<file path="src/rtl/fp32_add_post.sv">
// Result stage of the single-precision adder: IEEE special-case and range fixup behind a
// 2-stage valid/ready pipeline with sticky fflags. Optional event counter: FP32_ADD_POST_EXC_CNT_EN.
module fp32_add_post #(
    parameter logic [31:0] CANON_NAN = 32'h7FC0_0000,
    parameter int          CNT_W     = 16
) (
    input  logic             clk,
    input  logic             rst_n,
    input  logic             in_valid,
    output logic             in_ready,
    input  logic [31:0]      in_x,
    input  logic [31:0]      in_y,
    input  logic [31:0]      in_raw_r,
    input  logic [9:0]       in_raw_exp,
    input  logic             in_raw_zero,
    input  logic             in_inexact,
    output logic             out_valid,
    input  logic             out_ready,
    output logic [31:0]      out_r,
    output logic [4:0]       out_flags,
    output logic [4:0]       fflags,
`ifdef FP32_ADD_POST_EXC_CNT_EN
    output logic [CNT_W-1:0] exc_count,
`endif
    input  logic             fflags_clr
);

    // Valid/ready: a beat moves when valid & ready are both high on a rising edge; a
    // producer holding valid keeps its payload stable until that edge, and stage 1 only
    // refills when its current beat moves on to stage 2 (or stage 1 is empty).

    typedef struct packed {
        logic nan;
        logic snan;
        logic inf;
        logic zero;
    } cls_t;

    function automatic cls_t classify(input logic [31:0] v);
        cls_t c;
        c.nan  = (&v[30:23]) & (|v[22:0]);
        c.snan = c.nan & ~v[22];
        c.inf  = (&v[30:23]) & ~(|v[22:0]);
        c.zero = ~(|v[30:23]);
        return c;
    endfunction

    localparam logic [4:0] FLAG_NV = 5'b10000;
    localparam logic [4:0] FLAG_OF = 5'b00100;
    localparam logic [4:0] FLAG_UF = 5'b00010;
    localparam logic [4:0] FLAG_NX = 5'b00001;

    logic        s1_valid_q, s1_valid_d;
    logic [31:0] s1_x_q, s1_x_d;
    logic [31:0] s1_y_q, s1_y_d;
    logic [31:0] s1_raw_r_q, s1_raw_r_d;
    logic [9:0]  s1_raw_exp_q, s1_raw_exp_d;
    logic        s1_raw_zero_q, s1_raw_zero_d;
    logic        s1_inexact_q, s1_inexact_d;
    cls_t        s1_cx_q, s1_cx_d;
    cls_t        s1_cy_q, s1_cy_d;

    logic        out_valid_q, out_valid_d;
    logic [31:0] out_r_q, out_r_d;
    logic [4:0]  out_flags_q, out_flags_d;
    logic [4:0]  fflags_q, fflags_d;

    logic        s2_adv;
    logic        out_xfer;
    logic [31:0] sel_r;
    logic [4:0]  sel_flags;

    assign s2_adv    = ~out_valid_q | out_ready;
    assign in_ready  = ~s1_valid_q | s2_adv;
    assign out_xfer  = out_valid_q & out_ready;

    assign out_valid = out_valid_q;
    assign out_r     = out_r_q;
    assign out_flags = out_flags_q;
    assign fflags    = fflags_q;

    always_comb begin
        s1_valid_d    = s1_valid_q;
        s1_x_d        = s1_x_q;
        s1_y_d        = s1_y_q;
        s1_raw_r_d    = s1_raw_r_q;
        s1_raw_exp_d  = s1_raw_exp_q;
        s1_raw_zero_d = s1_raw_zero_q;
        s1_inexact_d  = s1_inexact_q;
        s1_cx_d       = s1_cx_q;
        s1_cy_d       = s1_cy_q;
        if (in_ready) begin
            s1_valid_d = in_valid;
            if (in_valid) begin
                s1_x_d        = in_x;
                s1_y_d        = in_y;
                s1_raw_r_d    = in_raw_r;
                s1_raw_exp_d  = in_raw_exp;
                s1_raw_zero_d = in_raw_zero;
                s1_inexact_d  = in_inexact;
                s1_cx_d       = classify(in_x);
                s1_cy_d       = classify(in_y);
            end
        end
    end

    // Priority order matters: NaN beats infinity, which beats any zero or range fixup.
    always_comb begin
        sel_r     = s1_raw_r_q;
        sel_flags = s1_inexact_q ? FLAG_NX : 5'b0;
        if (s1_cx_q.nan | s1_cy_q.nan) begin
            sel_r     = CANON_NAN;
            sel_flags = (s1_cx_q.snan | s1_cy_q.snan) ? FLAG_NV : 5'b0;
        end else if (s1_cx_q.inf & s1_cy_q.inf & (s1_x_q[31] ^ s1_y_q[31])) begin
            sel_r     = CANON_NAN;
            sel_flags = FLAG_NV;
        end else if (s1_cx_q.inf) begin
            sel_r     = {s1_x_q[31], 8'hFF, 23'b0};
            sel_flags = 5'b0;
        end else if (s1_cy_q.inf) begin
            sel_r     = {s1_y_q[31], 8'hFF, 23'b0};
            sel_flags = 5'b0;
        end else if (s1_cx_q.zero & s1_cy_q.zero) begin
            sel_r     = {s1_x_q[31] & s1_y_q[31], 31'b0};
            sel_flags = 5'b0;
        end else if (s1_cx_q.zero) begin
            sel_r     = s1_y_q;
            sel_flags = 5'b0;
        end else if (s1_cy_q.zero) begin
            sel_r     = s1_x_q;
            sel_flags = 5'b0;
        end else if (s1_raw_zero_q) begin
            sel_r     = 32'b0;
            sel_flags = 5'b0;
        end else if ($signed(s1_raw_exp_q) >= 10'sd255) begin
            sel_r     = {s1_raw_r_q[31], 8'hFF, 23'b0};
            sel_flags = FLAG_OF | FLAG_NX;
        end else if ($signed(s1_raw_exp_q) <= 10'sd0) begin
            sel_r     = {s1_raw_r_q[31], 31'b0};
            sel_flags = FLAG_UF | FLAG_NX;
        end
    end

    always_comb begin
        out_valid_d = out_valid_q;
        out_r_d     = out_r_q;
        out_flags_d = out_flags_q;
        if (s2_adv) begin
            out_valid_d = s1_valid_q;
            if (s1_valid_q) begin
                out_r_d     = sel_r;
                out_flags_d = sel_flags;
            end
        end
    end

    // A clear coinciding with a transfer keeps only the flags of that transfer.
    always_comb begin
        fflags_d = fflags_clr ? 5'b0 : fflags_q;
        if (out_xfer) begin
            fflags_d = fflags_d | out_flags_q;
        end
    end

    always_ff @(posedge clk or negedge rst_n) begin
        if (!rst_n) begin
            s1_valid_q    <= 1'b0;
            s1_x_q        <= 32'b0;
            s1_y_q        <= 32'b0;
            s1_raw_r_q    <= 32'b0;
            s1_raw_exp_q  <= 10'b0;
            s1_raw_zero_q <= 1'b0;
            s1_inexact_q  <= 1'b0;
            s1_cx_q       <= '0;
            s1_cy_q       <= '0;
            out_valid_q   <= 1'b0;
            out_r_q       <= 32'b0;
            out_flags_q   <= 5'b0;
            fflags_q      <= 5'b0;
        end else begin
            s1_valid_q    <= s1_valid_d;
            s1_x_q        <= s1_x_d;
            s1_y_q        <= s1_y_d;
            s1_raw_r_q    <= s1_raw_r_d;
            s1_raw_exp_q  <= s1_raw_exp_d;
            s1_raw_zero_q <= s1_raw_zero_d;
            s1_inexact_q  <= s1_inexact_d;
            s1_cx_q       <= s1_cx_d;
            s1_cy_q       <= s1_cy_d;
            out_valid_q   <= out_valid_d;
            out_r_q       <= out_r_d;
            out_flags_q   <= out_flags_d;
            fflags_q      <= fflags_d;
        end
    end

`ifdef FP32_ADD_POST_EXC_CNT_EN
    logic [CNT_W-1:0] cnt_q, cnt_d;

    always_comb begin
        cnt_d = fflags_clr ? '0 : cnt_q;
        if (out_xfer && (|out_flags_q) && !(&cnt_d)) begin
            cnt_d = cnt_d + 1'b1;
        end
    end

    always_ff @(posedge clk or negedge rst_n) begin
        if (!rst_n) begin
            cnt_q <= '0;
        end else begin
            cnt_q <= cnt_d;
        end
    end

    assign exc_count = cnt_q;
`endif

endmodule

</file>
<file path="config.mk">
export PLATFORM = sky130hd
export DESIGN_NAME = fp32_add_post
export DESIGN_NICKNAME = d
export VERILOG_FILES = /design/src/rtl/fp32_add_post.sv
export SDC_FILE = /design/constraint.sdc
export NUM_CORES = 1
export LEC_CHECK = 0
export BUFFER_PORTS_ARGS = -buffer_cell sky130_fd_sc_hd__buf_2
export CAP_MARGIN = 5
export CORE_AREA = 2 2 118 120
export CTS_CLUSTER_DIAMETER = 30
export CTS_CLUSTER_SIZE = 12
export DETAILED_ROUTE_END_ITERATION = 6
export DIE_AREA = 0 0 120 122
export PLACE_DENSITY = 0.78
export SKIP_CTS_REPAIR_TIMING = 1
export SLEW_MARGIN = 30
export SYNTH_ARGS = -nofsm -noshare
export SYNTH_HDL_FRONTEND = slang
export SYNTH_SLANG_ARGS = --single-unit
</file>
<file path="constraint.sdc">
create_clock -name clk -period 2.9 [get_ports clk]
set_input_delay 0.145 -clock clk [delete_from_list [all_inputs] [get_ports clk]]
set_output_delay 0.145 -clock clk [all_outputs]
set_load 0.01 [all_outputs]
</file>
-- Yosys cells after proc, flatten, opt, wreduce, memory -nomap -nowiden
Index checks and enable logic that the tools add are counted.
- bits in registers: 160
- bits of input ports: 113
- output and inout port bits: 44
- logic and storage cells: 78
- $lt $le $gt $ge: 2
- muxes and demuxes: 24
- bitwise logic cells: 25
- reduce and logical (&&, ||, !) cells: 8
- operators with widths (operator ; number):
    $mux 32 ; 8
    $mux 31 ; 2
    $reduce_or 23->1 ; 2
    $mux 5 ; 5
    $mux 3 ; 7
    $reduce_and 8->1 ; 2
    $reduce_or 8->1 ; 2
    $and 1x1->1 ; 11
    $ge 10x9->1 const B ; 1
    $le 10x1->1 const B ; 1
    $not 1->1 ; 8
    $or 5x5->5 ; 1
    $or 1x1->1 ; 4
    $reduce_and 2->1 ; 2
    $mux 2 ; 1
    $mux 1 ; 1
    $xor 1x1->1 ; 1

-- Depth between registers and ports, before layout
Gate-level depths: netlist of run 1.
- depth after elaboration: 11
- mapped depth: 7
- mapped depth without buffers: 5

-- Worst setup path after synthesis of run 1
No wires, ideal clock.
- path type: reg2reg
- start: register s1_raw_exp_q[7]
- end: register out_r_q[23] (netlist: out_r[23])
- arrival time: 1.594 ns
- required time: 2.763 ns
- setup slack: 1.169 ns
- stages on the path, launching flop included: 5
- buffers on the path: 0
- period minus slack after synthesis: 1.731 ns
- cells stage by stage: dfrtp_1 or4_4 o31a_1 a222oi_1 a21oi_1
- longest elaborated chain between the ends: 11
- RTL lines (element ; RTL line ; text):
    from (decl) ; 57 ; logic [9:0] s1_raw_exp_q, s1_raw_exp_d;
    from (signal assigned) ; 185 ; s1_raw_exp_q <= s1_raw_exp_d;
    $le 10x1->1 ; 138 ; end else if ($signed(s1_raw_exp_q) <= 10'sd0) begin
    $mux 31 ; 138 ;
    $mux 31 (*) ; 135 ; end else if ($signed(s1_raw_exp_q) >= 10'sd255) begin
    $mux 32 (*) ; 132 ; end else if (s1_raw_zero_q) begin
    $mux 32 (*) ; 129 ; end else if (s1_cy_q.zero) begin
    $mux 32 (*) ; 126 ; end else if (s1_cx_q.zero) begin
    $mux 32 (*) ; 123 ; end else if (s1_cx_q.zero & s1_cy_q.zero) begin
    $mux 32 (*) ; 120 ; end else if (s1_cy_q.inf) begin
    $mux 32 (*) ; 117 ; end else if (s1_cx_q.inf) begin
    $mux 32 (*) ; 114 ; end else if (s1_cx_q.inf & s1_cy_q.inf & (s1_x_q[31] ^ s1_y_q[31])) begin
    $mux 32 (*) ; 111 ; if (s1_cx_q.nan | s1_cy_q.nan) begin
    to (signal assigned) ; 191 ; out_r_q <= out_r_d;
    to (decl) ; 64 ; logic [31:0] out_r_q, out_r_d;
Every way passes the cells marked *; elsewhere a longest branch is shown, timed or not.
A chain may end at the register's enable or synchronous reset.

-- Worst setup path in the final report of run 1
- start: register s1_cy_q[0] (netlist name)
- end: register out_r_q[0] (netlist: out_r[0])
- longest elaborated chain between the ends: 7
- RTL lines (element ; RTL line ; text):
    from (decl) ; 61 ; cls_t s1_cy_q, s1_cy_d;
    from (signal assigned) ; 189 ; s1_cy_q <= s1_cy_d;
    $mux 32 ; 129 ;
    $mux 32 ; 126 ;
    $mux 32 (*) ; 123 ;
    $mux 32 (*) ; 120 ;
    $mux 32 (*) ; 117 ;
    $mux 32 (*) ; 114 ;
    $mux 32 (*) ; 111 ;
Marks and branches as above.

==> summary.md, run 1 <==
| Metric | Value |
|---|---|
| Final Hold Fails | 4 |
| # IOs | 157 |
| Max Cap Violations | 0 |
| RSZ-0062 raised after global routing | false |
| Largest net degree at the start of global routing | 75 |
| Seq pwr share | approximately 46% |
| Core area | approximately 14,000 um^2 |
| Area taken by multi-input logic gates | between 2000 and 3000 um^2 |
| Worst setup margin | roughly 510 ps |
| Syn Inst Count | 560 |
| Yosys reg bits | 158 |
| Vias per cell | about 5.7 |
| Routed wire length | approximately 19 mm |
| Count leader, synth | dfrtp_1 |
| FFs w/ async S/R, synth | 100% |
| Sequential cell area | a little under 4000 um^2 |
| Sequential area share after synthesis | 57.1% |
| First-pass GRT wire length | between 20 and 30 mm |
| Post-Synthesis Cell Area | 6920 um^2 |
| FMAX | approximately 420 MHz |
| Final period utilization | about 83% |
| H-tree depth | 4 |
| WP data required | around 3200 ps |
| Synth warn | 0 |
| Hpwl dp | between 10 and 15 mm |
| CP arrival | around 2700 ps |
| Hold Crit Class | primary input to flop |
| Pleak | 4.23 nW |
| Worst-margin pin slew | roughly 730 ps |
| Top cells by count, synth | dfrtp_1, mux2_2, inv_1 |
| P&R area growth vs syn | 34.5% |
| Area leader, netlist | dfrtp_1 |
| Grt total ovfl | 0 |
| Design area | between 9000 and 10,000 um^2 |
| Die ar. | 14,600 um^2 |
| Final setup TNS | 0 ps |
| Via total after detailed routing | approximately 5.7k |
| Antenna Violating Nets Remaining | 0 |
| Slowest library cell on the worst path | nand4_2 |
| Total CTS buffers | 17 |
| Worst-path cell chain | nor4_1 -> o31a_1 -> nand4_2 -> o21ai_0 |
| Clk Latency, worst-skew pair | around 420 ps |
| Max Slew Vio Count | 0 |
| Number of global-route vias before repair | 5,379 |
| Die span in x | between 100 and 150 um |
| Switching pwr | about 1.5 mW |
| Switching Fraction | between 20% and 30% |
| HP Start | in_x[6] |
| DRC errors left | 0 |
| Post-synth EDFFs | 0 |
| Clk sink count | ~160 |
| FF-to-FF Start | s1_cy_q[0] |
| Worst setup SP type | flop |
| Routability cong. | roughly 0.81 |
| Yosys cell types | 45 |
| Pre-CTS worst setup slack | between 600 and 700 ps |
| Critical path launch point | s1_cy_q[0] |
| Slowest cell delay on critical path | between 600 and 700 ps |
| Clk network pwr share | about two fifths |
| Layout cell share with drive strength beyond 1 | ~39% |
| Global Route Usage Sum | 23.9% |
| Placed Area | around 8000 um^2 |
| Initial antenna violation count | 2 |
| Initial core utilization | between 50% and 60% |
| Share of the synthesized area in the top cell type | between 50% and 60% |
| Status | complete, but fails checks |
| Final nets | roughly 910 |
| VDD IR-drop max | between 0.0004 and 0.0005 V |
| Ys flop type | dfrtp_1 |
| Worst-path maximum fanout | 22 |
| Root Buffer | clkbuf_16 |
| Comb power frac | about 16% |
| Power Density | around 640 nW/um^2 |
| DRT Pass-1 Iters | 7 |
| I/O Buffers | about 150 |
| Failing checks | negative hold slack |
| Clock buffer depth | 2 |
| Clock skew | approximately 6.2 ps |
| Min cycle time layout | ~2400 ps |
| Max_slew headroom | 50.8% |
| Hold slack | -11.0 ps |
| DRT iter0 DRCs | 391 |
| CP Capture Type | flop |
| Avg WL per Cell | 18.9 um |
| Clock transition at path regs | approximately 60 ps |
| CP Class | flop to flop |
| Syn avg cell area | between 10 and 15 um^2 |
| CTS tree | built |
| Ranking of synthesized cells by area | dfrtp_1, mux2_2, a22o_1 |
| FILL cells | just under 1k |
| Die Y | 122 um |
| Std cell rows | 43 |
| Pint | between 4 and 5 mW |
| Final setup violation count | 0 |
flip-flops by register name, indices dropped and copies added, names as in the netlist:
signal         count
fflags             4
s1_raw_zero_q      1
out_valid          1
out_flags          4
s1_inexact_q       1
s1_x_q            32
s1_valid_q         1
s1_cx_q            4
s1_y_q            32
out_r             32
s1_raw_exp_q      10
s1_raw_r_q        32
s1_cy_q            4
path summary, 6_finish.rpt:
path	endpoint	slack, ps	depth (start not counted)
worst min register to register	out_r[31]	490	2
min in group asynchronous	s1_y_q[15]	310	2
max in group asynchronous	out_r[27]	1720	3
worst max-delay path	out_r[0]	510	4
worst max register to register	out_r[0]	510	4
worst min-delay path	s1_x_q[6]	-10	2
cell usage in the layout (no fill, tap or decap), types with 12 or more instances in the layout:
cell type / count
a21boi_0: 22
a22o_1: 22
a31oi_1: 22
buf_2: 153
clkbuf_16: 17
dfrtp_1: 158
dlygate4sd3_1: 82
inv_1: 28
mux2_2: 108
nand2_1: 19
nor2_1: 12
nor4_1: 16
o21ai_0: 20
o21ai_1: 20
worst max-delay path: cells and delay by family, from the launching register on:
kind | cells | cell delay (ps)
compound gates | 2 | 850
flops | 1 | 470
simple gates | 2 | 960
kinds of logic (layout without fill, tap and decap cells):
group / count (synthesis) / count (layout) / share of synthesized area (%)
compound gates: 142 / 142 / 14.1
fa+ha+maj: 1 / 1 / 0.181
other cells: 1 / 4 / 0.0542
mux: 109 / 109 / 17.7
flops: 158 / 158 / 57.1
simple gates: 84 / 84 / 6.71
buf+inv: 65 / 307 / 4.14
power by group through the flow:
stage | clock (mW) | combinational [mW] | sequential [mW]
4_1_cts | 2.31 | 0.833 | 2.70
5_1_grt | 2.42 | 1.01 | 2.74
3_5_place_dp | 0 | 0.824 | 2.73
2_1_floorplan | 0 | 0.466 | 2.71
6_report | 2.30 | 0.923 | 2.71
3_3_place_gp | 0 | 0.791 | 2.71
metrics by stage:
| stage | util, % | instances | hold slack (ps) | power, mW |
|---|---|---|---|---|
| 2_1_floorplan | - | 561 | -151 | 3.17 |
| 3_3_place_gp | 58.3 | 870 | 201 | 3.50 |
| 3_5_place_dp | 58.3 | 870 | 211 | 3.56 |
| 4_1_cts | 62.8 | 901 | -228 | 5.84 |
| 5_1_grt | 69.0 | 985 | -3.58 | 6.17 |
| 6_report | 69.0 | 985 | -11.0 | 5.93 |
layer usage:
metal / vias to the layer above / track usage [%] / wire [um]
met2: 260 / 40.2 / 9470
met4: 0 / 10.7 / 712
met3: 63 / 5.20 / 1050
met5: - / 0 / 0
li1: 2528 / - / -
met1: 2811 / 29.7 / 7380
layout make-up:
class                           count  area share, %
Tap cell                          180           2.42
Timing Repair Buffer              248           18.4
Inverter                           28           1.13
Multi-Input combinational cell    338           29.0
Antenna cell                        2         0.0537
Clock inverter                      6           1.13
Sequential cell                   158           42.5
Clock buffer                       25           5.43
Note: power is estimated with default switching activity, not from simulation.
==> run 2: changes to the inputs <==
clock period = 2.4 ns   (was 2.9 ns; I/O delays follow)
==> run 2 against run 1 <==
The run still ends with negative hold slack left. Worst hold slack better by 8.4 ps. Sequential power increased by 21%. Sequential cell count is the same. Combinational power increased by 27%. First-iteration DRC count rose by 30%. Cell area rose by 4.0%. Power up 26%. Register-to-register slack lost 180 ps. Global-route usage rose by 0.31 points. Critical path type unchanged.
==> summary.md, run 2 (synthesis results as in run 1) <==
| Metric | Value |
|---|---|
| Status | complete, but fails checks |
| Failing checks | negative hold slack |
| Buf+Inv Stages, Crit Path | 0 |
| VDD IR-drop max | 0.000669 V |
| Initial antenna violation count | 0 |
| Placed Area | 7920 um^2 |
| FMAX | 482 MHz |
| Layout cell share with drive strength beyond 1 | approximately 38% |
| Final setup violation count | 0 |
| H-tree depth | 4 |
| Min cycle time layout | 2070 ps |
| Pleak | between 4 and 5 nW |
| FF-to-FF End | out_r[12] |
| Die span in x | roughly 120 um |
| Clock skew | around 7 ps |
| Design area | 9680 um^2 |
| Max_slew headroom | between 40% and 50% |
| Total CTS buffers | 17 |
| Routability cong. | roughly 0.85 |
| Final period utilization | approximately 86% |
| Std cell rows | 43 |
| Avg WL per Cell | approximately 19 um |
| Hold slack | -2.62 ps |
| ANT cells | 0 |
| CP Capture Type | flop |
| Hold Path Sink | fflags[1] |
| Worst setup SP type | flop |
| Path depth of the worst reg2reg path | 4 |
| Worst-path maximum fanout | 22 |
| P&R area growth vs syn | 39.9% |
| Final setup TNS | 0 ps |
| Hold Crit Class | primary input to flop |
| FF-to-FF Start | s1_cy_q[0] |
| Vias per cell | 5.75 |
| Global Route Usage Sum | approximately a quarter |
| RSZ-0062 raised after global routing | false |
| Core area | 13,500 um^2 |
| Clk sink count | between 150 and 200 |
| I/O Buffers | between 150 and 200 |
| Pre-CTS worst setup slack | 97.1 ps |
| Power Density | approximately 770 nW/um^2 |
| Most common cell after layout, fill and taps aside | dfrtp_1 |
| Slowest library cell on the worst path | dfrtp_1 |
| Die Y | 122 um |
| DRC errors left | 0 |
| Max Cap Violations | 0 |
| Antenna Violating Nets Remaining | 0 |
| DRT Pass-1 Iters | 6 |
| Worst-path cell chain | nor4_1 -> o31a_1 -> nand4_4 -> o21ai_1 |
| # IOs | 157 |
| Max Slew Vio Count | 0 |
| Via total after detailed routing | roughly 5.8k |
| Largest net degree at the start of global routing | 67 |
| CP arrival | roughly 2400 ps |
| Final nets | ~930 |
| Initial core utilization | roughly half |
| Worst-margin pin slew | approximately 800 ps |
| Worst Hold Depth | 3 |
| HP Start | out_ready |
| Final Hold Fails | 3 |
| Slowest cell delay on critical path | 460 ps |
| Number of global-route vias before repair | around 5.4k |
| Worst setup margin | between 300 and 400 ps |
| Hpwl dp | between 10 and 15 mm |
| Clock transition at path regs | about 60 ps |
| Delay-heaviest family, CP | simple AND/OR/NAND/NOR gates |
| DRT iter0 DRCs | 509 |
| Routed wire length | around 19 mm |
| Reg2Reg Setup Slack | 330 ps |
| Die ar. | between 10,000 and 15,000 um^2 |
| Root Buffer | clkbuf_16 |
| Grt total ovfl | 0 |
| CTS tree | built |
| FILL cells | 911 |
| WP data required | about 2700 ps |
| First-pass GRT wire length | between 20 and 30 mm |
| Clk Latency, worst-skew pair | roughly 420 ps |
| Most frequent cells in the layout | dfrtp_1, buf_2, mux2_2, dlygate4sd3_1, inv_1 |
| Clock buffer depth | 2 |
| CP Class | flop to flop |
## run 2: changes by cell type in the layout (fill, tap and decap cells not counted), sizes merged
cell,delta
clkinv,+2
diode,-2
clkbuf,-5
dlygate4sd3,+26
bufinv,+3
buf,+3
## run 2: through the flow
step	hold slack [ps]	instances	total power, mW	util (%)
final	-2.62	1012	7.49	71.7
after global routing	4.83	1012	7.76	71.7
after CTS	-390	904	7.35	63.6
after detailed placement	59.8	873	4.32	58.7
after global placement	54.5	873	4.25	58.7
after floorplan	-176	561	3.84	-
## run 2: worst max path at each step
stage / cells after the start / from / end / slack, ps
finish: 4 / s1_cy_q[0] / out_r[12] / 330
global route: 4 / s1_cy_q[0] / out_r[4] / 200
CTS: 4 / s1_cy_q[0] / out_r[8] / 60
detailed placement: 4 / s1_cy_q[0] / out_r[21] / 100
global placement: 4 / s1_cy_q[0] / out_r[1] / 160
floorplan: 4 / s1_raw_exp_q[7] / out_r[23] / 670
## run 2: layer usage
layer,vias up,GRT usage [%],part of all wire [%]
met1,2907,30.4,40
met5,-,0,0
met3,53,4.92,5.6
met2,268,41.0,52
li1,2590,-,-
met4,0,10.2,2.6
## run 2: area by class of cell
class	instances	area, um^2	area share [%]
Multi-Input combinational cell	338	2710	28.0
Timing Repair Buffer	277	2020	20.9
Inverter	28	105	1.09
Tap cell	180	225	2.33
Sequential cell	158	3950	40.8
Clock buffer	20	457	4.72
Clock inverter	11	213	2.20
## run 2: power by group
| part | internal (mW) | total, mW | switching, mW |
|---|---|---|---|
| combinational | 0.625 | 1.17 | 0.543 |
| clock | 2.00 | 3.05 | 1.05 |
| sequential | 3.03 | 3.27 | 0.242 |
## run 2: worst reg2reg max path, stage by stage (launching register included)
cell     delay (ps)
dfrtp_1         460
nor4_1          370
o31a_1          430
nand4_4         400
o21ai_1         320
